===== src/rtl/sub_nbit_serial.sv =====
// sub_nbit_serial -- multi-cycle add/subtract unit, CHUNK bits per clock.
//
// Operands are latched on an in_valid/in_ready handshake, then processed
// LSB chunk first. The carry between chunks lives in a register. Once the
// final chunk is written, the result is held under out_valid until the
// consumer takes it with out_ready. Only one transaction is in flight.
//
// Parameters:
//   WIDTH  operand/result width; must be a multiple of CHUNK
//   CHUNK  bits computed per clock; N = WIDTH/CHUNK cycles per operation
//
// Ports:
//   clk        clock, rising edge
//   rst        asynchronous reset, active high
//   in_valid   operands valid            in_ready  unit idle, can accept
//   A, B       unsigned operands         op_sub    1: A-B, 0: A+B
//   out_valid  result valid              out_ready consumer accepts result
//   D          result mod 2^WIDTH
//   B_out      sub: borrow (A < B); add: carry out of MSB
//   V          (only with SUB_OVERFLOW_EN) two's-complement overflow
//
// Optional feature macro: SUB_OVERFLOW_EN adds port V.

module sub_nbit_serial_chunk_add #(
  parameter int CHUNK = 4
) (
  input  logic [CHUNK-1:0] i_a,
  input  logic [CHUNK-1:0] i_b,
  input  logic             i_cin,
  output logic [CHUNK-1:0] o_sum,
  output logic             o_cout
);
  logic [CHUNK:0] w_full;

  assign w_full = {1'b0, i_a} + {1'b0, i_b} + {{CHUNK{1'b0}}, i_cin};
  assign o_sum  = w_full[CHUNK-1:0];
  assign o_cout = w_full[CHUNK];
endmodule

module sub_nbit_serial #(
  parameter int WIDTH = 8,
  parameter int CHUNK = 4
) (
  input  logic             clk,
  input  logic             rst,
  input  logic             in_valid,
  output logic             in_ready,
  input  logic [WIDTH-1:0] A,
  input  logic [WIDTH-1:0] B,
  input  logic             op_sub,
  output logic             out_valid,
  input  logic             out_ready,
  output logic [WIDTH-1:0] D,
  output logic             B_out
`ifdef SUB_OVERFLOW_EN
  ,
  output logic             V
`endif
);
  localparam int N  = WIDTH / CHUNK;
  localparam int KW = (N > 1) ? $clog2(N) : 1;

  typedef enum logic [1:0] {S_IDLE, S_BUSY, S_DONE} state_t;

  state_t           r_state;
  state_t           w_next;
  logic [WIDTH-1:0] r_a;
  logic [WIDTH-1:0] r_b;      // already complemented for subtract
  logic             r_sub;
  logic             r_carry;
  logic [KW-1:0]    r_k;
  logic [WIDTH-1:0] r_d;
  logic             r_bout;

  logic             w_accept;
  logic             w_last;
  logic [CHUNK-1:0] w_a_chunk;
  logic [CHUNK-1:0] w_b_chunk;
  logic [CHUNK-1:0] w_sum;
  logic             w_cout;

  assign in_ready  = (r_state == S_IDLE);
  assign out_valid = (r_state == S_DONE);
  assign D         = r_d;
  assign B_out     = r_bout;

  assign w_accept  = in_valid & in_ready;
  assign w_last    = (r_k == KW'(N - 1));
  assign w_a_chunk = r_a[r_k*CHUNK +: CHUNK];
  assign w_b_chunk = r_b[r_k*CHUNK +: CHUNK];

  sub_nbit_serial_chunk_add #(.CHUNK(CHUNK)) u_add (
    .i_a    (w_a_chunk),
    .i_b    (w_b_chunk),
    .i_cin  (r_carry),
    .o_sum  (w_sum),
    .o_cout (w_cout)
  );

  // State register
  always_ff @(posedge clk or posedge rst) begin
    if (rst) r_state <= S_IDLE;
    else     r_state <= w_next;
  end

  // Next state
  always_comb begin
    w_next = r_state;
    case (r_state)
      S_IDLE:  if (w_accept)  w_next = S_BUSY;
      S_BUSY:  if (w_last)    w_next = S_DONE;
      S_DONE:  if (out_ready) w_next = S_IDLE;
      default: w_next = S_IDLE;
    endcase
  end

  // Datapath. Subtract is A + ~B + 1: the +1 enters as the initial carry,
  // so the complement covers the full width and no carry is lost.
  always_ff @(posedge clk or posedge rst) begin
    if (rst) begin
      r_a     <= '0;
      r_b     <= '0;
      r_sub   <= 1'b0;
      r_carry <= 1'b0;
      r_k     <= '0;
      r_d     <= '0;
      r_bout  <= 1'b0;
    end else begin
      case (r_state)
        S_IDLE: if (w_accept) begin
          r_a     <= A;
          r_b     <= op_sub ? ~B : B;
          r_sub   <= op_sub;
          r_carry <= op_sub;
          r_k     <= '0;
        end
        S_BUSY: begin
          r_d[r_k*CHUNK +: CHUNK] <= w_sum;
          r_carry                 <= w_cout;
          if (w_last) begin
            r_k    <= '0;
            // carry out of A + ~B + 1 is set exactly when no borrow occurred
            r_bout <= r_sub ? ~w_cout : w_cout;
          end else begin
            r_k <= r_k + KW'(1);
          end
        end
        default: ;
      endcase
    end
  end

`ifdef SUB_OVERFLOW_EN
  logic r_v;
  logic w_cmsb;

  // Carry into the MSB recovered from the MSB sum bit: s = a ^ b ^ c_in.
  assign w_cmsb = w_a_chunk[CHUNK-1] ^ w_b_chunk[CHUNK-1] ^ w_sum[CHUNK-1];
  assign V      = r_v;

  always_ff @(posedge clk or posedge rst) begin
    if (rst)                          r_v <= 1'b0;
    else if (r_state == S_BUSY && w_last) r_v <= w_cmsb ^ w_cout;
  end
`endif

endmodule


===== config.mk =====
export PLATFORM = sky130hd
export DESIGN_NAME = sub_nbit_serial
export DESIGN_NICKNAME = d
export VERILOG_FILES = /design/src/rtl/sub_nbit_serial.sv
export SDC_FILE = /design/constraint.sdc
export NUM_CORES = 1
export LEC_CHECK = 0
export BUFFER_PORTS_ARGS = -buffer_cell sky130_fd_sc_hd__buf_2
export CAP_MARGIN = 20
export CORE_UTILIZATION = 57
export CTS_CLUSTER_DIAMETER = 100
export DETAILED_ROUTE_END_ITERATION = 10
export GPL_TIMING_DRIVEN = 0
export PLACE_DENSITY_LB_ADDON = 0.12
export SYNTH_ARGS = -nofsm -noshare
export SYNTH_HDL_FRONTEND = slang
export SYNTH_SLANG_ARGS = --single-unit

===== constraint.sdc =====
create_clock -name clk -period 6.7 [get_ports clk]
set_input_delay 0 -clock clk [delete_from_list [all_inputs] [get_ports clk]]
set_output_delay 0 -clock clk [all_outputs]
set_load 0.02 [all_outputs]

Yosys cells after proc, flatten, opt, wreduce, memory -nomap -nowiden
Cells that the tools add are included.
{ "totals": {"word_cells": 42, "rom_bits": 0, "n_memories": 0, "ff_bits": 30, "latchBits": 0, "out_inout_bits": 11, "inputBits": 21, "mem_bits_rw": 0} }
{ "classes": {"n_lt_le_gt_ge": 0, "muxes": 12, "n_shift": 4, "bitwise_logic": 3, "n_reduce_logical": 6, "eq_ne": 5, "div_mod_pow": 0, "n_mul": 0, "n_addsub": 4} }
{ "ops": {"columns": ["operator", "count"], "rows": [
  ["$neg 3->34", 1],
  ["$shift 4x34->8 const A", 1],
  ["$shiftx 4x34->8", 1],
  ["$shiftx 8x4->4", 2],
  ["$bwmux 8", 1],
  ["$mux 8", 1],
  ["$not 8->8", 1],
  ["$mux 2", 3],
  ["$pmux 2 s3", 1],
  ["$reduce_and 2->1", 3],
  ["$add 4x4->5", 1],
  ["$add 5x1->5", 1],
  ["$mux 1", 4],
  ["$ne 2x1->1 const B", 2],
  ["$pmux 1 s2", 2],
  ["$reduce_and 3->1", 1],
  ["$eq 2x1->1 const B", 1],
  ["$eq 2x2->1 const B", 1],
  ["$logic_not 2->1", 1],
  ["$ne 2x2->1 const B", 1],
  ["$reduce_bool 2->1", 1],
  ["$add 1x1->1 const B", 1],
  ["$and 1x1->1", 1],
  ["$not 1->1", 1]
]} }

Depth between registers and ports, before layout
Gate-level depths: netlist of run 1.
{ "depth": {"word_depth": 5, "mapped_depth": 7} }

Hierarchy
Synthesis of run 1 repeated with hierarchy kept, for this count alone.
{ "hier_totals": {"cells_unflattened": 123, "hier_area_um2": 1503.9} }
{ "modules_own_cells": {"columns": ["mod", "instances", "cells_per_inst", "seq_area_each_um2", "area_each_um2"], "rows": [
  ["sub_nbit_serial", 1, 107, 750.7, 1360.1],
  ["sub_nbit_serial_chunk_add", 1, 16, 0.0, 143.9]
]} }

Least setup slack after synthesis of run 1
Ideal clock, no wire load.
{ "synth_path": {"path_kind": "register -> register", "from": "register r_k", "to": "register r_bout (netlist: B_out)", "n_path_buf": 1, "path_slack_ps": 4553, "arrival_ps": 2014, "t_required_ps": 6567, "path_stages_with_launch": 8, "path_cell_list": "dfrtp_1 > buf_2 > mux2_2 > fa_1 > fa_1 > nand3_1 > and3_1 > o31ai_1"} }
{ "synth_between": {"elab_chain_cells": 5} }
{ "synth_rtl": {"columns": ["item", "line_no", "rtl"], "rows": [
  ["start: declaration", "71", "logic [KW-1:0] r_k;"],
  ["start signal: assignment", "145", "r_k <= r_k + KW'(1);"],
  ["$shiftx 8x4->4 (on tied branches)", "89, 90", null],
  ["$add 4x4->5", "35", "assign w_full = {1'b0, i_a} + {1'b0, i_b} + {{CHUNK{1'b0}}, i_cin};"],
  ["$add 5x1->5", "35", null],
  ["$not 1->1", "143", "r_bout <= r_sub ? ~w_cout : w_cout;"],
  ["$mux 1", "143", null],
  ["end signal: assignment", "143", null],
  ["end: declaration", "73", "logic r_bout;"]
]} }
Parallel ways exist; a longest one is shown, timed or not.
A chain may end at the register's enable or synchronous reset.

Worst setup path in the final report of run 1
Same ends and word-level chain as after synthesis.

==> impl_metrics.tcl, run 1 <==
set metrics [dict create \
    top_usage_layer "met2" \
    viasPerCell 5.36 \
    finish.instance_area_um2 1890 \
    die_area_um2 2730 \
    crit_type "flip-flop to flip-flop" \
    first_iter_violations 11 \
    area_growth_pct 31.4 \
    routabilityCongestion 0.708 \
    cts.clk_slew.worst_paths_ps 100 \
    rows 17 \
    synth.avg_cell_area_um2 11.7 \
    synthCells 123 \
    ys_seq_area_share_pct 52.1 \
    rsz0062_at_grt "no" \
    h-tree-depth 2 \
    wl_um 3080 \
    switching_share_pct 41.1 \
    holdPathStages 4 \
    hold_viol_final 0 \
    postSynth.asyncResetShare_pct 100 \
    placed_cells 181 \
    final_cell_mix "35 x buf_2, 30 x dfrtp_1, 18 x mux2_2, 18 x dlygate4sd3_1, 11 x a21oi_1" \
    clkLatencyLatePin_ps 330 \
    grtUsageMet3_pct 8.70 \
    drive_above_1_share_pct 35.0 \
    wl_per_cell_um 14.8 \
    cp_cell_sequence "buf_2 > mux2_2 > fa_1 > fa_1 > nand3_1 > a21oi_1 > o31ai_1" \
    combPwrFrac_pct 55.5 \
    r2r_setup_slack_ps 4350 \
    synth-seq-cells 30 \
    grt.overflow.total 0 \
    power_leakage_nw 0.886 \
    relSlewSlack_pct 60.0 \
    synth_simple_gate_area_share_pct 9.46 \
    syn_area_um2 1440 \
    worstSetupStartpoint "r_k" \
    cp.arrival_ps 2590 \
    grt_pass1_wl_um 5050 \
    r2r-end "B_out" \
    cts_sinks 30 \
    synth_cell_type_count 25 \
    p_int_uw 582 \
    synth-compound-area-share_pct 8.68 \
    clk_root_buffer_cell "clkbuf_4" \
    antenna_found_initial 0 \
    syn-num-nets 149 \
    cts_resized 0 \
    r2r-start "r_k" \
    period_minus_slack_ps 2350 \
    slowest_delay_ps 440 \
    die_h_um 52.3 \
    cts_max_path_buffers 2 \
    cts_tree "built" \
    synth_edf_count 0 \
    end_kind "flip-flop" \
    cpMostUsedCell "fa_1" \
    fmax_mhz 425 \
    skew_ps 6.57 \
    finalSetupTns_ps 0 \
    core-area_um2 2300 \
    cp-start-kind "flip-flop" \
    hold_class "input pin to flip-flop" \
    fill_cells 143 \
    ir_worst_vdd_mv 0.386 \
    synth_mux_area_share_pct 16.1 \
    period_share_pct 35.1 \
    maxSlewViolCount 0 \
    worstMarginPinSlew_ps 601 \
    final_cells 208 \
    synth_adder_area_share_pct 5.38 \
    path_max_fanout 10 \
    use_met1_pct 30.2 \
    hold_path_end "r_k" \
    die_w_um 52.3 \
    vias 1115 \
    grt_util_all_layers_pct 26.6 \
    io_pins 32 \
    cp_slowest_cell "fa_1" \
    dp_hpwl_um 2100 \
    remaining_drc_errors 0 \
    port_buffers 30 \
    utilization_pct 82.5 \
    ys.flop_type "dfrtp_1" \
    synth_top_family_by_area "multiplexers" \
    power_frac_seq_pct 33.0 \
    status "completed" \
    postPlaceCellArea_um2 1630 \
    power.density_nw_per_um2 522 \
    fin_nets 205 \
    multi_input_area_um2 651 \
    synth-xor-area-share_pct 5.47 \
    ant_nets 0 \
    grt_pass1_vias 1127 \
    drv_cap 0 \
    yosysWarningCount 0 \
    final_common_cell "buf_2" \
    numCtsBuffers 5 \
    clock_power_share_pct 11.4 \
    cp.required_ps 6940 \
    whs_ps 43.4 \
    worstHoldStart "in_valid" \
    net-switching-power_uw 406 \
    drt-pass1-iter-count 4 \
    reg2reg_depth 7 \
    grt_use_met2_pct 48.3 \
    grt_max_degree 31 \
    floorplan.initialDensity_pct 62.7 \
    regArea_um2 751 \
    num_antenna_cells 0 \
    setup_viol 0 \
]
synth_stat cells (2+ instances only):
master | count | share of area (%)
nand2b_1 | 2 | 0.87
mux2_4 | 2 | 2.1
a21oi_1 | 11 | 3.8
fa_1 | 2 | 2.8
o21ai_0 | 5 | 1.7
dfrtp_1 | 30 | 52
mux2_2 | 18 | 14
nand3_1 | 2 | 0.69
xnor2_1 | 9 | 5.5
nand2_1 | 8 | 2.1
nor2_1 | 10 | 2.6
buf_2 | 5 | 1.7
ha_1 | 3 | 2.6
inv_1 | 3 | 0.78
o31ai_1 | 3 | 1.6
cells by family after synthesis:
group	count (synthesis)
flip-flops	30
AND/OR/NAND/NOR	28
AO/OA/AOI/OAI	22
multiplexers	20
XOR/XNOR	9
buffers and inverters	9
adder cells (fa/ha/maj)	5
sequential cells by signal, summed over array words and instances, names as in the netlist:
register / flops
r_state: 2
B_out: 1
r_b: 8
r_carry: 1
r_sub: 1
r_a: 8
D: 8
r_k: 1
critical path, delay by kind of cell, from the launching register on:
kind            cells  cell delay (ps)
compound gates      2              270
fa+ha+maj           2              860
buf+inv             1              250
flops               1              350
mux                 1              380
simple gates        1              140
power groups by stage:
stage          clock (mW)  combinational (mW)  sequential [mW]
2_1_floorplan           0               0.368            0.350
5_1_grt             0.125               0.607            0.338
3_3_place_gp            0               0.498            0.322
6_report            0.113               0.549            0.327
4_1_cts             0.115               0.547            0.327
3_5_place_dp            0               0.538            0.331
cell type report:
cell class              count  share of cell area (%)
repair buffers             49                    18.9
multi-input cells          84                    34.3
well taps                  28                    1.85
inverters                   3                   0.594
plain buffers               6                    1.52
clock buffers               7                    2.91
clock inverters             1                   0.264
flip-flops and latches     30                    39.6
timing repair:
action,4_1_cts,5_1_grt
buffers inserted,0,0
hold buffers,18,0
endpoints found under the setup margin,0,0
hold endpoints to repair,47,0
worst max-delay path by stage:
stage               endpoint  slack, ps  depth (start not counted)
floorplan              B_out       4550                          7
global placement       B_out       4410                          7
detailed placement     B_out       4350                          7
CTS                    B_out       4330                          7
global route           B_out       4230                          7
finish                 B_out       4350                          7
through the flow:
step | total power, mW | setup slack [ps]
3_5_place_dp | 0.869 | 4350
4_1_cts | 0.988 | 4330
5_1_grt | 1.07 | 4230
3_3_place_gp | 0.820 | 4410
6_report | 0.988 | 4350
2_1_floorplan | 0.718 | 4550
layer usage:
layer / up-vias / wire, um
met2: 34 / 1650
met3: 4 / 142
met4: 0 / 29
li1: 535 / -
met5: - / 0
met1: 542 / 1260
(Power assumes the default switching activity.)
==> inputs of run 2 (changes only) <==
--- a/config.mk
+++ b/config.mk
@@ -7,7 +7,7 @@
 export LEC_CHECK = 0
 export BUFFER_PORTS_ARGS = -buffer_cell sky130_fd_sc_hd__buf_2
 export CAP_MARGIN = 20
-export CORE_UTILIZATION = 57
+export CORE_UTILIZATION = 53
 export CTS_CLUSTER_DIAMETER = 100
 export DETAILED_ROUTE_END_ITERATION = 10
 export GPL_TIMING_DRIVEN = 0
==> constraint.sdc (replaced) <==
create_clock -name clk -period 2.4 [get_ports clk]
set_input_delay 0 -clock clk [delete_from_list [all_inputs] [get_ports clk]]
set_output_delay 0 -clock clk [all_outputs]
set_load 0.02 [all_outputs]
==> run 2 against run 1 <==
Largest power group unchanged. Routed wire length shrank 5.4%. Cell area grew 2.1%. Largest cell class unchanged. Register-to-register slack lost 4200 ps. Total power grew to 2.8 times the previous value. Non-clock buffer count grew 1. Utilization shrank 5.8 points. Cell count grew 1.4%.
==> impl_metrics.tcl, run 2 (same netlist as run 1, synthesis figures left out) <==
set metrics [dict create \
    status "completed" \
    switching_share_pct 39.1 \
    period_minus_slack_ps 2240 \
    routabilityCongestion 0.696 \
    power.density_nw_per_um2 1440 \
    final_common_cell "buf_2" \
    drv_cap 0 \
    fmax_mhz 446 \
    num_antenna_cells 0 \
    die_h_um 54.2 \
    finalSetupTns_ps 0 \
    slowest_delay_ps 440 \
    regArea_um2 751 \
    die_area_um2 2930 \
    hold_viol_final 0 \
    grt.overflow.total 0 \
    clkLatencyLatePin_ps 340 \
    viasPerCell 5.15 \
    drive_above_1_share_pct 35.9 \
    setup_viol 0 \
    maxSlewViolCount 0 \
    multi_input_area_um2 653 \
    numCtsBuffers 5 \
    clk_root_buffer_cell "clkbuf_4" \
    crit_type "flip-flop to flip-flop" \
    postPlaceCellArea_um2 1630 \
    finish.instance_area_um2 1930 \
    final_cell_mix "34 x buf_2, 30 x dfrtp_1, 19 x dlygate4sd3_1" \
    port_buffers 30 \
    grt_max_degree 31 \
    floorplan.initialDensity_pct 57.1 \
    cts_max_path_buffers 2 \
    wl_um 2920 \
    worstMarginPinSlew_ps 632 \
    wl_per_cell_um 13.8 \
    area_growth_pct 34.2 \
    power_leakage_nw 0.900 \
    fin_nets 206 \
    relSlewSlack_pct 57.8 \
    whs_ps 221 \
    cp-start-kind "flip-flop" \
    vias 1086 \
    skew_ps 12.6 \
    ir_worst_vdd_mv 1.15 \
    grt_pass1_vias 1056 \
    dpl_worst_slack_ps 3.48 \
    antenna_found_initial 0 \
    net-switching-power_mw 1.09 \
    fill_cells 178 \
    cts.clk_slew.worst_paths_ps 90 \
    die_w_um 54.2 \
    drt-pass1-iter-count 4 \
    cts_tree "built" \
    remaining_drc_errors 0 \
    cp.required_ps 2630 \
    grt_pass1_wl_um 4690 \
    setup_ws_ps 158 \
    combPwrFrac_pct 53.7 \
    grt_util_all_layers_pct 24.1 \
    core-area_um2 2520 \
    io_pins 32 \
    dp_hpwl_um 1920 \
    cts_sinks 30 \
    clock_power_share_pct 13.5 \
    power_frac_seq_pct 32.8 \
    ant_nets 0 \
    cp_slowest_cell "fa_1" \
    period_share_pct 93.4 \
    hold_class "input pin to flip-flop" \
    p_int_mw 1.69 \
    cp.arrival_ps 2470 \
    first_iter_violations 18 \
    rsz0062_at_grt "no" \
    cp_cell_sequence "buf_6 > mux2_2 > fa_1 > fa_2 > nand3_1 > a21oi_1 > o31ai_1" \
    h-tree-depth 2 \
    end_kind "flip-flop" \
    rows 18 \
    path_max_fanout 10 \
]
## run 2: cell count changes in the layout (fill, tap and decap cells not counted), sizes merged
cell / change
clkinv: -1
dlygate4sd3: +1
clkbuf: +1
## run 2: cell type report
class                           count  area share, %
Multi-Input combinational cell     84           33.8
Timing Repair Buffer               50           19.0
Sequential cell                    30           38.8
Inverter                            3          0.582
Clock buffer                        8           4.08
Tap cell                           30           1.94
Buffer                              6           1.81
## run 2: critical path, delay by kind of cell, from the launching register on
kind / cells / cell delay (ps)
buffers and inverters: 1 / 160
AND/OR/NAND/NOR: 1 / 120
multiplexers: 1 / 360
AO/OA/AOI/OAI: 2 / 320
flip-flops: 1 / 370
adder cells (fa/ha/maj): 2 / 810
## run 2: worst paths after layout
path / from / to / slack (ps) / cells past startpoint
max: r_k / B_out / 160 / 7
min in group asynchronous: rst / r_a[1] / 310 / 3
min reg2reg: D[2] / D[2] / 480 / 2
max in group asynchronous: rst / r_b[7] / 1590 / 4
max reg2reg: r_k / B_out / 160 / 7
min: op_sub / r_carry / 220 / 3
## run 2: per-layer routing
| layer | part of all wire, % | GRT usage (%) | up-vias |
|---|---|---|---|
| li1 | - | - | 538 |
| met1 | 45 | 28.2 | 512 |
| met3 | 4.6 | 7.63 | 5 |
| met5 | 0 | 0 | - |
| met4 | 1.1 | 8.97 | 0 |
| met2 | 50 | 40.7 | 31 |
## run 2: through the flow
| stage | utilization, % | power [mW] | std cells |
|---|---|---|---|
| 6_report | 76.7 | 2.78 | 211 |
| 3_5_place_dp | 64.6 | 2.37 | 183 |
| 4_1_cts | 75.3 | 2.78 | 210 |
| 2_1_floorplan | - | 2.00 | 123 |
| 3_3_place_gp | 64.6 | 2.29 | 183 |
| 5_1_grt | 76.7 | 3.04 | 211 |
## run 2: what timing repair did
action,in CTS,in global routing
cloned,0,0
setup endpoints to repair,1,1
endpoints found under the hold margin,48,0
resized for setup,1,2
pin swaps,0,1
setup buffers,0,0
hold buffers,19,0
## run 2: power groups by stage
stage	sequential, mW	clock [mW]	combinational (mW)
6_report	0.913	0.375	1.50
3_5_place_dp	0.924	0	1.45
3_3_place_gp	0.900	0	1.40
5_1_grt	0.951	0.404	1.68
2_1_floorplan	0.977	0	1.03
4_1_cts	0.912	0.384	1.48
